**config.mk**
```make
export PLATFORM = sky130hd
export DESIGN_NAME = uart_tx_arbiter_flat
export DESIGN_NICKNAME = d
export VERILOG_FILES = /design/src/rtl/uart_tx_arbiter_if.sv /design/src/rtl/uart_tx_arbiter.sv /design/src/flat_wrapper.sv
export SDC_FILE = /design/constraint.sdc
export NUM_CORES = 1
export LEC_CHECK = 0
export BUFFER_PORTS_ARGS = -buffer_cell sky130_fd_sc_hd__clkbuf_2
export CAP_MARGIN = 5
export CELL_PAD_IN_SITES_DETAIL_PLACEMENT = 1
export CELL_PAD_IN_SITES_GLOBAL_PLACEMENT = 1
export CORE_UTILIZATION = 25
export DETAILED_ROUTE_END_ITERATION = 16
export GPL_TIMING_DRIVEN = 0
export PLACE_DENSITY = 0.68
export SETUP_SLACK_MARGIN = 0.1
export SYNTH_ARGS = -nofsm -noshare
export SYNTH_HDL_FRONTEND = slang
export SYNTH_SLANG_ARGS = --single-unit
```
**constraint.sdc**
```tcl
create_clock -name clk -period 1.6 [get_ports clk]
set_input_delay 0.16 -clock clk [delete_from_list [all_inputs] [get_ports clk]]
set_output_delay 0.16 -clock clk [all_outputs]
set_load 0.03 [all_outputs]
```
**src/rtl/uart_tx_arbiter_if.sv**
```systemverilog
// Producer handshakes and transmitter-side signals of uart_tx_arbiter.
// The slave view belongs to the arbiter. The master view belongs to the producers and the transmitter.
interface uart_tx_arbiter_if #(
  parameter int DATA_W = 8
);
  logic              req0_valid;
  logic [DATA_W-1:0] req0_data;
  logic              req0_ready;
  logic              req1_valid;
  logic [DATA_W-1:0] req1_data;
  logic              req1_ready;
  logic              tx_busy_i;
  logic              tx_send_o;
  logic [DATA_W-1:0] tx_data_o;
  logic [1:0]        grant_o;
  logic              ack_err_o;
  logic              ack_err_clr_i;
  logic [2:0]        ctrl_state_o;

  modport slave (
    input  req0_valid, req0_data, req1_valid, req1_data, tx_busy_i, ack_err_clr_i,
    output req0_ready, req1_ready, tx_send_o, tx_data_o, grant_o, ack_err_o, ctrl_state_o
  );

  modport master (
    output req0_valid, req0_data, req1_valid, req1_data, tx_busy_i, ack_err_clr_i,
    input  req0_ready, req1_ready, tx_send_o, tx_data_o, grant_o, ack_err_o, ctrl_state_o
  );
endinterface

```
**src/rtl/uart_tx_arbiter.sv**
```systemverilog
// Round-robin sharing of one UART transmitter between two byte producers.
// It tracks the transmitter's busy flag through each frame and inserts a programmable inter-frame gap.
module uart_tx_arbiter #(
  parameter int DATA_W      = 8,
  parameter int GAP_CYCLES  = 16,
  parameter int ACK_TIMEOUT = 4
) (
  input  logic             clk,
  input  logic             rst,
  uart_tx_arbiter_if.slave bus
);

  localparam int GAP_W = (GAP_CYCLES > 0) ? $clog2(GAP_CYCLES + 1) : 1;
  localparam int ACK_W = (ACK_TIMEOUT > 1) ? $clog2(ACK_TIMEOUT) : 1;
  localparam logic [GAP_W-1:0] GAP_LAST = GAP_W'((GAP_CYCLES > 0) ? GAP_CYCLES - 1 : 0);
  localparam logic [ACK_W-1:0] ACK_LAST = ACK_W'(ACK_TIMEOUT - 1);

  typedef enum logic [2:0] {
    IDLE      = 3'd0,
    SEND      = 3'd1,
    WAIT_ACK  = 3'd2,
    WAIT_DONE = 3'd3,
    GAP       = 3'd4
  } state_t;

  state_t            r_state, w_stateNxt;
  logic [DATA_W-1:0] r_data, w_dataNxt;
  logic [1:0]        r_grant, w_grantNxt;
  logic              r_last, w_lastNxt;
  logic [ACK_W-1:0]  r_ackCnt, w_ackCntNxt;
  logic [GAP_W-1:0]  r_gapCnt, w_gapCntNxt;
  logic              r_ackErr;
  logic              w_ackErrSet;
  logic              w_arbOpen;
  logic              w_winner;
  logic              w_take0;
  logic              w_take1;

  // A tie goes to the requester that was not granted last; r_last=1 means req1.
  assign w_arbOpen = (r_state == IDLE) && !bus.tx_busy_i && !rst;
  assign w_winner  = (bus.req0_valid && bus.req1_valid) ? ~r_last : bus.req1_valid;
  assign w_take0   = w_arbOpen && bus.req0_valid && !w_winner;
  assign w_take1   = w_arbOpen && bus.req1_valid && w_winner;

  assign bus.req0_ready   = w_take0;
  assign bus.req1_ready   = w_take1;
  assign bus.tx_send_o    = (r_state == SEND);
  assign bus.tx_data_o    = r_data;
  assign bus.grant_o      = r_grant;
  assign bus.ack_err_o    = r_ackErr;
  assign bus.ctrl_state_o = r_state;

  always_comb begin
    w_stateNxt  = r_state;
    w_dataNxt   = r_data;
    w_grantNxt  = r_grant;
    w_lastNxt   = r_last;
    w_ackCntNxt = r_ackCnt;
    w_gapCntNxt = '0;
    w_ackErrSet = 1'b0;
    case (r_state)
      IDLE: begin
        if (w_take0 || w_take1) begin
          w_dataNxt  = w_take1 ? bus.req1_data : bus.req0_data;
          w_grantNxt = w_take1 ? 2'b10 : 2'b01;
          w_lastNxt  = w_take1;
          w_stateNxt = SEND;
        end
      end
      SEND: begin
        w_ackCntNxt = '0;
        w_stateNxt  = WAIT_ACK;
      end
      WAIT_ACK: begin
        if (bus.tx_busy_i) begin
          w_stateNxt = WAIT_DONE;
        end else if (r_ackCnt == ACK_LAST) begin
          // The transmitter never acknowledged the strobe, so the byte is dropped and no gap follows.
          w_ackErrSet = 1'b1;
          w_grantNxt  = 2'b00;
          w_stateNxt  = IDLE;
        end else begin
          w_ackCntNxt = r_ackCnt + 1'b1;
        end
      end
      WAIT_DONE: begin
        if (!bus.tx_busy_i) begin
          w_grantNxt = 2'b00;
          w_stateNxt = (GAP_CYCLES > 0) ? GAP : IDLE;
        end
      end
      GAP: begin
        if (r_gapCnt == GAP_LAST) begin
          w_stateNxt = IDLE;
        end else begin
          w_gapCntNxt = r_gapCnt + 1'b1;
        end
      end
      default: begin
        w_grantNxt = 2'b00;
        w_stateNxt = IDLE;
      end
    endcase
  end

  // A set that coincides with a clear wins, so an error in the clear cycle is not lost.
  always_ff @(posedge clk or posedge rst) begin
    if (rst) begin
      r_state  <= IDLE;
      r_data   <= '0;
      r_grant  <= 2'b00;
      r_last   <= 1'b1;
      r_ackCnt <= '0;
      r_gapCnt <= '0;
      r_ackErr <= 1'b0;
    end else begin
      r_state  <= w_stateNxt;
      r_data   <= w_dataNxt;
      r_grant  <= w_grantNxt;
      r_last   <= w_lastNxt;
      r_ackCnt <= w_ackCntNxt;
      r_gapCnt <= w_gapCntNxt;
      r_ackErr <= w_ackErrSet | (r_ackErr & ~bus.ack_err_clr_i);
    end
  end

endmodule
```
**src/flat_wrapper.sv**
```systemverilog
// flat-port wrapper written by rule: the top's interface ports become plain ports
module uart_tx_arbiter_flat 
#(
  parameter int DATA_W      = 8,
  parameter int GAP_CYCLES  = 16,
  parameter int ACK_TIMEOUT = 4
)
  (clk, rst, bus_req0_valid, bus_req0_data, bus_req1_valid, bus_req1_data, bus_tx_busy_i, bus_ack_err_clr_i, bus_req0_ready, bus_req1_ready, bus_tx_send_o, bus_tx_data_o, bus_grant_o, bus_ack_err_o, bus_ctrl_state_o);
  uart_tx_arbiter_if #(.DATA_W(DATA_W)) bus_i ();
  input  logic clk;
  input  logic rst;
  input wire logic [$bits(bus_i.req0_valid)-1:0] bus_req0_valid;
  input wire logic [$bits(bus_i.req0_data)-1:0] bus_req0_data;
  input wire logic [$bits(bus_i.req1_valid)-1:0] bus_req1_valid;
  input wire logic [$bits(bus_i.req1_data)-1:0] bus_req1_data;
  input wire logic [$bits(bus_i.tx_busy_i)-1:0] bus_tx_busy_i;
  input wire logic [$bits(bus_i.ack_err_clr_i)-1:0] bus_ack_err_clr_i;
  output wire logic [$bits(bus_i.req0_ready)-1:0] bus_req0_ready;
  output wire logic [$bits(bus_i.req1_ready)-1:0] bus_req1_ready;
  output wire logic [$bits(bus_i.tx_send_o)-1:0] bus_tx_send_o;
  output wire logic [$bits(bus_i.tx_data_o)-1:0] bus_tx_data_o;
  output wire logic [$bits(bus_i.grant_o)-1:0] bus_grant_o;
  output wire logic [$bits(bus_i.ack_err_o)-1:0] bus_ack_err_o;
  output wire logic [$bits(bus_i.ctrl_state_o)-1:0] bus_ctrl_state_o;
  assign bus_i.req0_valid = bus_req0_valid;
  assign bus_i.req0_data = bus_req0_data;
  assign bus_i.req1_valid = bus_req1_valid;
  assign bus_i.req1_data = bus_req1_data;
  assign bus_i.tx_busy_i = bus_tx_busy_i;
  assign bus_i.ack_err_clr_i = bus_ack_err_clr_i;
  assign bus_req0_ready = bus_i.req0_ready;
  assign bus_req1_ready = bus_i.req1_ready;
  assign bus_tx_send_o = bus_i.tx_send_o;
  assign bus_tx_data_o = bus_i.tx_data_o;
  assign bus_grant_o = bus_i.grant_o;
  assign bus_ack_err_o = bus_i.ack_err_o;
  assign bus_ctrl_state_o = bus_i.ctrl_state_o;
  uart_tx_arbiter #(.DATA_W(DATA_W), .GAP_CYCLES(GAP_CYCLES), .ACK_TIMEOUT(ACK_TIMEOUT)) u_core (.clk(clk), .rst(rst), .bus(bus_i));
endmodule
```
; Word-level counts from Yosys, hierarchy flattened
; Cells that the tools add are included.
; W data, S select, Z words.
[word_totals]
reg_bits = 22
in_bits = 22
out_inout_bits = 17
wordCells = 67
[classes]
n_addsub = 2
eq_ne = 13
n_mux = 22
n_bitwise = 5
n_reduce_logical = 18
[op_table]
columns = op, count
row1 = $mux W3, 5
row2 = $pmux W3 S5, 1
row3 = $mux W2, 7
row4 = $mux W5, 2
row5 = $mux W8, 1
row6 = $ne A2 B2 Y1 const B, 4
row7 = $pmux W2 S4, 1
row8 = $logic_and A1 B1 Y1, 7
row9 = $eq A3 B2 Y1 const B, 2
row10 = $add A5 B1 Y5 const B, 1
row11 = $eq A5 B4 Y1 const B, 1
row12 = $reduce_and A5 Y1, 1
row13 = $mux W1, 4
row14 = $ne A2 B1 Y1 const B, 2
row15 = $pmux W2 S2, 1
row16 = $reduce_and A4 Y1, 1
row17 = $eq A3 B1 Y1 const B, 1
row18 = $eq A3 B3 Y1 const B, 1
row19 = $logic_not A1 Y1, 3
row20 = $logic_not A3 Y1, 1
row21 = $ne A3 B2 Y1 const B, 1
row22 = $not A1 Y1, 3
row23 = $reduce_and A3 Y1, 1
row24 = $add A2 B1 Y2 const B, 1
row25 = 7 further kinds, 7

; Depth between registers and ports, before layout
[depth]
depth_word = 8
depth_mapped = 6
ltp_nobuf = 5

; Worst setup path after synthesis
; Ideal clock, no wire load.
[synth_path]
path_kind = flip-flop to flip-flop
startpoint = reg u_core.r_state[0] (netlist: u_core.bus.ctrl_state_o[0])
endpoint = reg u_core.r_ackCnt[0]
setup_time_ns = 0.127
arrival_ns = 1.780
required_ns = 1.473
path_slack_ns = -0.307
path_stages_with_launch = 5
n_path_buf = 0
synth_period_minus_slack_ns = 1.907
path_cell_list = dfrtp_1 > nor3b_1 > o2bb2ai_1 > nand2_1 > o21ai_0
[synth_via]
elab_chain_len = 3
elab_cells_between_ends = 7
classes_between = eq/ne (4) / mux (1) / reduce/logical (2)
[synth_rtl]
columns = item, line
row1 = "start, declared", uart_tx_arbiter.sv:26  ; state_t r_state, w_stateNxt;
row2 = "start signal, assigned", uart_tx_arbiter.sv:117  ; r_state <= w_stateNxt;
row3 = $eq A3 B1 Y1 *, n/a
row4 = via bus_tx_send_o, flat_wrapper.sv:20  ; output wire logic [$bits(bus_i.tx_send_o)-1:0] bus_tx_send_o;
row5 = $reduce_bool A2 Y1 (no line), n/a
row6 = $reduce_and A3 Y1 (no line), n/a
row7 = "end signal, assigned", uart_tx_arbiter.sv:121  ; r_ackCnt <= w_ackCntNxt;
row8 = "end, declared", uart_tx_arbiter.sv:30  ; logic [ACK_W-1:0] r_ackCnt, w_ackCntNxt;
; Mark *: on every way through the listed nets, which the timed path passes. The rest lies on a longest branch.
; A chain may end at the register's enable or synchronous reset.

; Final worst setup path
[layout_path]
startpoint = reg u_core.r_state[1] (netlist: u_core.bus.ctrl_state_o[1])
endpoint = out bus_req0_ready
[layout_via]
elab_chain_len = 5
[layout_rtl]
columns = item, line
row1 = $logic_not A3 Y1, uart_tx_arbiter.sv:40  ; assign w_arbOpen = (r_state == IDLE) && !bus.tx_busy_i && !rst;
row2 = $logic_and A1 B1 Y1 (2 in series), uart_tx_arbiter.sv:40
row3 = $logic_and A1 B1 Y1 (2 in series), uart_tx_arbiter.sv:42  ; assign w_take0 = w_arbOpen && bus.req0_valid && !w_winner;
row4 = "end, declared", flat_wrapper.sv:18  ; output wire logic [$bits(bus_i.req0_ready)-1:0] bus_req0_ready;
; No other way between the ends.

==> results.md <==
- Outcome: finished, violations left
- Failing checks: setup timing
- Total of warnings raised by yosys: 0
- Avg Inst Size Synth: between 10 and 15 um2
- Core area: roughly 0.004 mm2
- WP buf/inv: 2
- Initial Utilization: 0.2694
- CTS Buf Count: 3
- Setup ws final: -72.07 ps
- H-tree depth: 1
- Max Cap Violations: 0
- Power per cell area: between 1500 and 2000 mW/mm2
- Cells after DPL: 196
- Clk buf depth: 2
- Hold buffer count at cts: 0
- Fin crit period: ~1700 ps
- FF+latch count, synth: 22
- Period utilisation layout: 1.045
- Most used DFF post-synth: dfrtp_1
- IO buf count: 37
- 1st-pass router iterations: 4
- Final Skew: 7.567 ps
- Max-slew violations: 0
- Die area: 0.004705 mm2
- Clock root cell: clkbuf_8
- Vias: 1025
- Cell family with most CP delay: simple AND/OR/NAND/NOR gates
- Slew headroom: 0.4012
- Synth Net Count: 133
- Initial antenna violation count: 0
- CTS tree: built
- Fill count: 479
- Final hold vios: 0
- Mapped Cells: ~110
- Post-DR vias/cell: 4.835
- FF/Latch Area: 553.0 um2
- Worst path max stage delay: 410 ps
- CP Launch Type: flop
- WS Path Type: reg2out
- Clk Latency, worst-skew pair: 270 ps
- Lkg Pwr: 0.8238 nW
- Highest Clock Rate: 0.5981 GHz
- Synth async-reset ratio: 1.000
- Area taken by multi-input logic gates: ~600 um2
- # IOs: 39
- Worst-path fanout max: 4
- Antenna viol nets, final: 0
- Critical Path RT: approximately 1400 ps
- Maximum vdd drop: 475.5 uV
- Antenna cell count: 0
- Residual DRC: 0
- Overall routing resource usage: 0.1455
- Largest net degree at the start of global routing: 23
- Nets@finish: 187
- Vias in the first global route: 952
- Number of synthesized flops with an enable pin: 0
- Worst-Margin Slew: between 800 and 900 ps
- Core Rows: 23
- Launch point of the worst path: u_core.bus.ctrl_state_o[1]
- RSZ-0062 raised after global routing: true
- Worst hold path class: in2reg
- Hold_sp: bus_ack_err_clr_i
- WL/cell: 15.73 um
- Sequential share of the synthesized area: 0.4977
- DR iter-0 viols: 23
- Final setup vio count: 4
- Worst setup EP type: output pin
- Post-synthesis cell type count: 35
- Cell Area, Synth: 0.001109 mm2
- Critical path data arrival time: between 1500 and 2000 ps
- First-pass GRT wire length: roughly 4800 um
- DP HPWL: 2211 um
- Share of layout cells above drive strength 1: 0.5123
- Area Overhead vs Synth: 51.13%
- Die Height: 68.59 um
- Dpl cell area: 0.001383 mm2
- R2R Path Start: u_core.bus.ctrl_state_o[1]
- Slowest cell on the critical path: dfrtp_2
- DRT Wirelength: 3334 um
- Non-Filler Instances: 212
- Crit-path cells: buf_6 > nor3_4 > nand3_2 > a21oi_4 > buf_8
- CTS Sinks: 22
- Routability cong.: 0.6903
- DIE WIDTH: 68.59 um
- Grt ovf: 0
- CTS clock-pin slew for the worst setup and hold paths: 90 ps
- Finished layout cell area: 0.001675 mm2
cell families after synthesis:
kind of cell,after synthesis,synth area share
AND/OR/NAND/NOR,40,0.1975
XOR/XNOR,1,0.007902
flip-flops,22,0.4977
buffers and inverters,11,0.06207
multiplexers,8,0.07224
adder cells (fa/ha/maj),2,0.02257
AO/OA/AOI/OAI,25,0.1400
path summary, 6_finish.rpt:
check	depth (start not counted)	end	slack (ps)
min reg2reg	2	u_core.r_ackCnt[1]	500
min	2	u_core.bus.ack_err_o	50
max reg2reg	8	u_core.bus.tx_data_o[5]	0
max in group asynchronous	2	u_core.bus.ctrl_state_o[1]	900
max	5	bus_req0_ready	-70
min in group asynchronous	2	u_core.r_ackCnt[1]	90
routing by layer:
layer,vias to the layer above,GRT usage,share of wire
met5,-,0,0
met1,508,0.1756,0.41
li1,489,-,-
met3,4,0.02138,0.033
met4,0,0.07813,0.018
met2,24,0.2475,0.53
per-stage QoR:
step / hold WS [ps] / utilization / power, mW / worst slack [ps] / TNS (ps)
floorplan: 148.4 / - / 1.736 / 111.5 / 0
global placement: 336.4 / 0.3360 / 2.022 / 45.62 / 0
detailed placement: 352.4 / 0.3360 / 2.081 / 8.941 / 0
CTS: 57.69 / 0.3691 / 2.580 / -56.78 / -86.01
global route: 75.35 / 0.4071 / 3.028 / -128.0 / -789.5
finish: 52.60 / 0.4071 / 2.863 / -72.07 / -128.0
area by class of cell:
cell class                 instances  share of cell area
buffer                             5             0.02987
clock buffer                       4             0.03286
inverter                           6             0.01344
multi-input combinational         76              0.3555
timing repair buffer              49              0.2009
tap                               50             0.03734
sequential                        22              0.3301
placed cells by master, fill, tap and decap left out, types with 2 or more instances in the layout:
cell type,Yosys,routed
a21oi_1,4,3
buf_4,1,9
buf_6,3,4
buf_8,0,4
clkbuf_2,0,34
clkbuf_8,0,5
dfrtp_1,21,20
ha_1,2,2
inv_1,6,6
mux2i_1,8,8
nand2_1,14,6
nand2_2,1,6
nand2_4,0,3
nand3_1,3,2
nor2_1,10,9
o21ai_0,6,5
o21ai_1,6,6
o21ai_2,2,3
Yosys cell counts (2+ instances only):
master   count  share of area
ha_1         2          0.023
mux2i_1      8          0.072
nand3_1      3          0.014
o21ai_0      6          0.027
o21ai_2      2          0.016
buf_6        3          0.030
nand2_1     14          0.047
nor2_1      10          0.034
nor3b_1      2          0.014
inv_1        6          0.020
o21ai_1      6          0.027
dfrtp_1     21           0.47
a21oi_1      4          0.018
flip-flops by register name, summed over array words and instances (netlist names):
| name | flops |
|---|---|
| u_core.bus.tx_data_o | 8 |
| u_core.r_gapCnt | 5 |
| u_core.bus.ctrl_state_o | 3 |
| u_core.bus.grant_o | 2 |
| u_core.r_ackCnt | 2 |
| u_core.bus.ack_err_o | 1 |
| u_core.r_last | 1 |
power breakdown:
group / internal (mW) / leakage (nW) / total [mW] / switching (mW)
clock: 0.220 / 0.0288 / 0.422 / 0.202
sequential: 0.752 / 0.283 / 0.933 / 0.182
combinational: 0.637 / 0.512 / 1.51 / 0.871
repair_timing:
item / CTS / global route
resized for setup: 10 / 23
setup endpoints to repair: 10 / 13
buffers inserted: 5 / 6
gates cloned: 0 / 1
pin swaps: 3 / 13
Power figures use the tool's default switching activity.
